[src/rtl/inv_sub_byte.sv]
// inv_sub_byte: AES InvSubBytes over a 128-bit state, LANES inverse S-boxes time-shared over 16 bytes.
// Latency: result valid 16/LANES cycles after the acceptance edge; a new block may be taken on the consume edge.
// Backpressure: result held in DONE until ready_in; ready_out follows ready_in in DONE, low while processing.
//
// Ports:
//   clk, rst                         rising-edge clock, asynchronous active-high reset
//   inv_sub_byte_valid_in/_ready_out input block handshake (ready_out low during reset)
//   inv_sub_byte_data_in             input state, byte i = bits [8i+7:8i]
//   inv_sub_byte_valid_out/_ready_in result handshake
//   inv_sub_byte_data_out            substituted state, same byte mapping
//   inv_sub_byte_busy                high while bytes are being substituted
module inv_sub_byte #(
  parameter int DATA_WIDTH     = 128,
  parameter int LANES          = 4,
  parameter int SELECT_SUBBYTE = 0,
  parameter int ROM_WIDTH      = 20
) (
  input  logic                  clk,
  input  logic                  rst,
  input  logic                  inv_sub_byte_valid_in,
  output logic                  inv_sub_byte_ready_out,
  input  logic [DATA_WIDTH-1:0] inv_sub_byte_data_in,
  output logic                  inv_sub_byte_valid_out,
  input  logic                  inv_sub_byte_ready_in,
  output logic [DATA_WIDTH-1:0] inv_sub_byte_data_out,
  output logic                  inv_sub_byte_busy
);

  localparam int NGRP = 16 / LANES;
  localparam int GW   = (NGRP > 1) ? $clog2(NGRP) : 1;
  localparam logic [GW-1:0] GRP_LAST = GW'(NGRP - 1);

  // Lookup-table packing: as many whole bytes per ROM word as fit.
  localparam int EPW    = (ROM_WIDTH >= 8) ? ROM_WIDTH / 8 : 1;
  localparam int NWORDS = (256 + EPW - 1) / EPW;

  localparam logic [1:0] ST_IDLE = 2'd0;
  localparam logic [1:0] ST_PROC = 2'd1;
  localparam logic [1:0] ST_DONE = 2'd2;

  if (DATA_WIDTH != 128) begin : g_bad_width
    $error("inv_sub_byte: DATA_WIDTH must be 128");
  end
  if (!(LANES == 1 || LANES == 2 || LANES == 4 || LANES == 8 || LANES == 16)) begin : g_bad_lanes
    $error("inv_sub_byte: LANES must be 1, 2, 4, 8 or 16");
  end
  if (SELECT_SUBBYTE != 0 && SELECT_SUBBYTE != 1) begin : g_bad_sel
    $error("inv_sub_byte: SELECT_SUBBYTE must be 0 or 1");
  end
  if (ROM_WIDTH < 8) begin : g_bad_rom
    $error("inv_sub_byte: ROM_WIDTH must hold at least one byte");
  end

  // GF(2^8) multiply modulo x^8+x^4+x^3+x+1.
  function automatic logic [7:0] gf_mul(input logic [7:0] a, input logic [7:0] b);
    logic [7:0] p;
    logic [7:0] x;
    p = 8'h00;
    x = a;
    for (int i = 0; i < 8; i++) begin
      if (b[i]) p = p ^ x;
      x = {x[6:0], 1'b0} ^ (x[7] ? 8'h1b : 8'h00);
    end
    return p;
  endfunction

  // Itoh-Tsujii inversion: n = x^17 lies in the GF(2^4) subfield, where its
  // inverse is n^14; then x^-1 = x^16 * n^-1. Maps 0 to 0 naturally.
  function automatic logic [7:0] gf_inv(input logic [7:0] x);
    logic [7:0] x16;
    logic [7:0] n;
    logic [7:0] n2;
    logic [7:0] n4;
    logic [7:0] n8;
    x16 = gf_mul(x, x);
    x16 = gf_mul(x16, x16);
    x16 = gf_mul(x16, x16);
    x16 = gf_mul(x16, x16);
    n   = gf_mul(x16, x);
    n2  = gf_mul(n, n);
    n4  = gf_mul(n2, n2);
    n8  = gf_mul(n4, n4);
    return gf_mul(x16, gf_mul(gf_mul(n2, n4), n8));
  endfunction

  // Inverse affine: rotl1 ^ rotl3 ^ rotl6 ^ 0x05, then field inverse.
  function automatic logic [7:0] inv_sbox(input logic [7:0] b);
    logic [7:0] t;
    t = {b[6:0], b[7]} ^ {b[4:0], b[7:5]} ^ {b[1:0], b[7:2]} ^ 8'h05;
    return gf_inv(t);
  endfunction

  function automatic logic [NWORDS*ROM_WIDTH-1:0] build_rom();
    logic [NWORDS*ROM_WIDTH-1:0] r;
    r = '0;
    for (int i = 0; i < 256; i++) begin
      r[(i / EPW) * ROM_WIDTH + (i % EPW) * 8 +: 8] = inv_sbox(8'(i));
    end
    return r;
  endfunction

  localparam logic [NWORDS*ROM_WIDTH-1:0] ROM = build_rom();

  logic [1:0]            state_q, state_d;
  logic [GW-1:0]         grp_q, grp_d;
  logic [DATA_WIDTH-1:0] work_q, work_d;
  logic                  rdy_en_q;

  logic [3:0] lane_idx [LANES];
  logic [7:0] lane_in  [LANES];
  logic [7:0] lane_out [LANES];

  always_comb begin
    for (int l = 0; l < LANES; l++) begin
      lane_idx[l] = 4'(int'(grp_q) * LANES + l);
      lane_in[l]  = work_q[{lane_idx[l], 3'b000} +: 8];
    end
  end

  for (genvar l = 0; l < LANES; l++) begin : g_lane
    if (SELECT_SUBBYTE == 1) begin : g_rom
      logic [ROM_WIDTH-1:0] rom_word;
      assign rom_word    = ROM[(int'(lane_in[l]) / EPW) * ROM_WIDTH +: ROM_WIDTH];
      assign lane_out[l] = rom_word[(int'(lane_in[l]) % EPW) * 8 +: 8];
    end else begin : g_logic
      assign lane_out[l] = inv_sbox(lane_in[l]);
    end
  end

  always_comb begin
    state_d = state_q;
    grp_d   = grp_q;
    work_d  = work_q;
    case (state_q)
      ST_IDLE: begin
        if (inv_sub_byte_valid_in && rdy_en_q) begin
          work_d  = inv_sub_byte_data_in;
          grp_d   = '0;
          state_d = ST_PROC;
        end
      end
      ST_PROC: begin
        for (int l = 0; l < LANES; l++) begin
          work_d[{lane_idx[l], 3'b000} +: 8] = lane_out[l];
        end
        // Counter holds on the last group; it is cleared on the next capture.
        if (grp_q == GRP_LAST) state_d = ST_DONE;
        else                   grp_d   = grp_q + 1'b1;
      end
      ST_DONE: begin
        if (inv_sub_byte_ready_in) begin
          if (inv_sub_byte_valid_in) begin
            work_d  = inv_sub_byte_data_in;
            grp_d   = '0;
            state_d = ST_PROC;
          end else begin
            state_d = ST_IDLE;
          end
        end
      end
      default: state_d = ST_IDLE;
    endcase
  end

  always_ff @(posedge clk or posedge rst) begin
    if (rst) begin
      state_q  <= ST_IDLE;
      grp_q    <= '0;
      work_q   <= '0;
      rdy_en_q <= 1'b0;
    end else begin
      state_q  <= state_d;
      grp_q    <= grp_d;
      work_q   <= work_d;
      rdy_en_q <= 1'b1;
    end
  end

  // rdy_en_q keeps ready_out low until the first edge after reset releases.
  assign inv_sub_byte_ready_out = ((state_q == ST_IDLE) && rdy_en_q) ||
                                  ((state_q == ST_DONE) && inv_sub_byte_ready_in);
  assign inv_sub_byte_valid_out = (state_q == ST_DONE);
  assign inv_sub_byte_busy      = (state_q == ST_PROC);
  assign inv_sub_byte_data_out  = work_q;

endmodule

[config.mk]
export PLATFORM = sky130hd
export DESIGN_NAME = inv_sub_byte
export DESIGN_NICKNAME = d
export VERILOG_FILES = /design/src/rtl/inv_sub_byte.sv
export SDC_FILE = /design/constraint.sdc
export NUM_CORES = 2
export LEC_CHECK = 0
export CORE_UTILIZATION = 55
export CTS_CLUSTER_DIAMETER = 50
export CTS_CLUSTER_SIZE = 28
export DETAILED_ROUTE_END_ITERATION = 10
export DONT_BUFFER_PORTS = 1
export PLACE_DENSITY = 0.7
export SETUP_SLACK_MARGIN = 0.1
export SLEW_MARGIN = 10
export SYNTH_ARGS = -nofsm -noshare
export SYNTH_HDL_FRONTEND = slang
export SYNTH_SLANG_ARGS = --single-unit
[constraint.sdc]
create_clock -name clk -period 24.1 [get_ports clk]
set_input_delay 3.615 -clock clk [delete_from_list [all_inputs] [get_ports clk]]
set_output_delay 3.615 -clock clk [all_outputs]
set_load 0.05 [all_outputs]
==> flow_metrics.py <==
metrics = {
    "global_routing": {
        "grt_max_degree": 132,
        "grt_usage_pct": 32.5,
        "grt_overflow": 0,
        "grt_pass1_wl_mm": 259,
        "antenna_found_initial": 12,
        "grt_pass1_vias": 45300,
    },
    "worst_setup_path": {
        "slowest_stage": "xnor2_1",
        "crit_fanout": 25,
        "critPathRequiredTime_ns": 24.43,
        "startpoint_type": "flip-flop",
        "worstSetupPathType": "flip-flop to flip-flop",
        "crit_path_end_kind": "flip-flop",
        "crit_path_max_incr_delay_ns": 0.86,
        "critPathArrivalTime_ns": 22.33,
    },
    "synthesis": {
        "syn_area_um2": 52700,
        "synth_edf_count": 0,
        "syn_nets": 6909,
        "yosysSeqAreaShare_pct": 6.32,
        "synth_top_flop_cell": "dfrtp_1",
        "async_reset_ff_share_pct": 100,
        "ys_ff_latch": 133,
        "ys_warn_count": 0,
        "syn_area_per_cell_um2": 7.81,
        "synth.distinct_cells": 138,
        "syn_inst": 6749,
    },
    "clocking": {
        "cts_setup_buffers": 0,
        "cts.path.max_buffers": 2,
        "cts.sinks": 133,
        "clk_latency_ns": 0.49,
        "clkTransAtPathRegs_ns": 0.08,
        "cts_buffers": 17,
        "cts_root_buffer": "clkbuf_16",
        "htreeDepth": 4,
        "hold_buffers": 0,
        "cts-resized-gates": 0,
        "cts_tree": "yes",
    },
    "floorplanning": {
        "core.rowCount": 113,
        "core_um2": 95000,
        "fp.dieArea_um2": 97000,
        "die_x_um": 312,
        "io_pins": 263,
        "initial_core_util_pct": 55.5,
        "die_y_um": 312,
    },
    "placement": {
        "dp_hpwl_mm": 119,
        "port_buffers": 0,
        "gp_congestion": 0.950,
    },
    "layout": {
        "layout.cells.most_common_list": "1089 x xnor2_1, 858 x nor2_1, 627 x nand2_1",
        "area_growth_pct": 2.45,
        "layout_commonest_cell": "xnor2_1",
        "drive_gt1_share_pct": 8.24,
        "final_nets": 6601,
    },
    "route": {
        "drt-pass1-iter-count": 8,
        "wirelength_mm": 164,
        "wire_per_inst_um": 21.2,
        "drc": 0,
        "via_per_inst": 6.45,
        "first_iter_violations": 5940,
        "vias": 49800,
        "ant_nets": 0,
    },
    "timing": {
        "skew_ns": 0.0197,
        "report.final.slew_viol_count": 0,
        "fin_crit_sh_pct": 91.3,
        "tns_ns": 0,
        "max_clock_freq_ghz": 0.0455,
        "setup_viol": 0,
        "hold_viol_final": 0,
        "rsz0062_at_grt": "no",
        "worstMarginPinSlew_ns": 1.25,
        "maxSlewHeadroom_pct": 15.8,
        "fin_crit_ns": 22.00,
    },
    "run": {
        "maxCapViolations": 0,
    },
    "hold_path": {
        "hold_class": "flip-flop to flip-flop",
    },
    "outcome": {
        "status": "finished, final reports clean",
    },
}
[state kept, by name, summed over array words and instances (netlist names)]
| name | flops |
|---|---|
| inv_sub_byte_data_out | 128 |
| grp_q | 2 |
| state_q | 2 |
| rdy_en_q | 1 |
[synth_stat cells, drive strengths merged (63+ instances only)]
library cell	number	area [um^2]
xnor2	1188	11200
nor2	868	3310
nand2	628	2360
xor2	362	3380
a21oi	305	1580
xnor3	288	6520
o21ai	278	1400
nand3	265	1330
buf	234	1360
clkbuf	228	860
mux2i	195	1970
nor3	193	966
o211ai	147	1110
dfrtp	133	3330
inv	121	457
a211oi	77	593
and3	63	394
[final cells by class]
cell class,count,area [um^2]
clock buffers,19,433
multi-input cells,6015,46800
well taps,1265,1580
clock inverters,13,200
diodes,8,20.0
fillers,8869,41000
repair buffers,143,1090
flip-flops and latches,133,3330
inverters,131,499
[path summary, 6_finish.rpt]
| kind | from | end | slack (ns) | cells past startpoint |
|---|---|---|---|---|
| worst max register to register | grp_q[0] | inv_sub_byte_data_out[41] | 2.10 | 56 |
| min in group asynchronous | rst | inv_sub_byte_data_out[41] | 3.07 | 1 |
| worst min register to register | inv_sub_byte_data_out[93] | inv_sub_byte_data_out[93] | 0.84 | 2 |
| max in group asynchronous | rst | grp_q[0] | 19.54 | 2 |
| worst max-delay path | grp_q[0] | inv_sub_byte_data_out[41] | 2.10 | 56 |
| worst min-delay path | inv_sub_byte_data_out[93] | inv_sub_byte_data_out[93] | 0.84 | 2 |
[cells by family (layout without fill, tap and decap cells)]
group | after synthesis | count (layout) | share of synthesized area [%]
flops | 133 | 133 | 6.32
fa+ha+maj | 40 | 40 | 0.893
mux | 267 | 267 | 6.04
xor+xnor | 1879 | 1879 | 41.9
other cells | 1 | 9 | 0.00712
buf+inv | 601 | 306 | 5.27
simple gates | 2426 | 2426 | 21.1
compound gates | 1402 | 1402 | 18.4
[metal layers]
| metal | global-route usage [%] | routed length (um) |
|---|---|---|
| met1 | 46.3 | 70400 |
| met2 | 51.1 | 74300 |
| met3 | 4.02 | 14700 |
| met4 | 9.84 | 4480 |
| met5 | 0 | 13 |
[worst max-delay path, delay by kind of cell, from the launching register on]
family                     cells  cell delay, ns
adders and majority gates      3            1.48
buffers and inverters          6            2.14
AOI/OAI and AO/OA              5            1.08
and+or+nand+nor               10            2.12
DFF                            1            0.79
xor gates and xnor gates      31           13.23
muxes                          1            0.85
[per-stage QoR]
stage | cells | setup WS, ns | hold WS (ns) | utilization, % | cell area [um^2]
4_1_cts | 7719 | 2.38 | 0.838 | 56.8 | 53900
6_report | 7727 | 2.10 | 0.840 | 56.8 | 54000
3_5_place_dp | 7687 | 2.51 | 0.829 | 56.1 | 53300
5_1_grt | 7725 | 0.789 | 0.868 | 56.8 | 54000
3_3_place_gp | 7687 | 2.63 | 0.822 | 56.1 | 53300
2_1_floorplan | 6749 | 7.26 | 0.561 | - | 52700
Power is not shown: default switching activity piles up to over one toggle a cycle in this logic, so the estimate is an artifact.
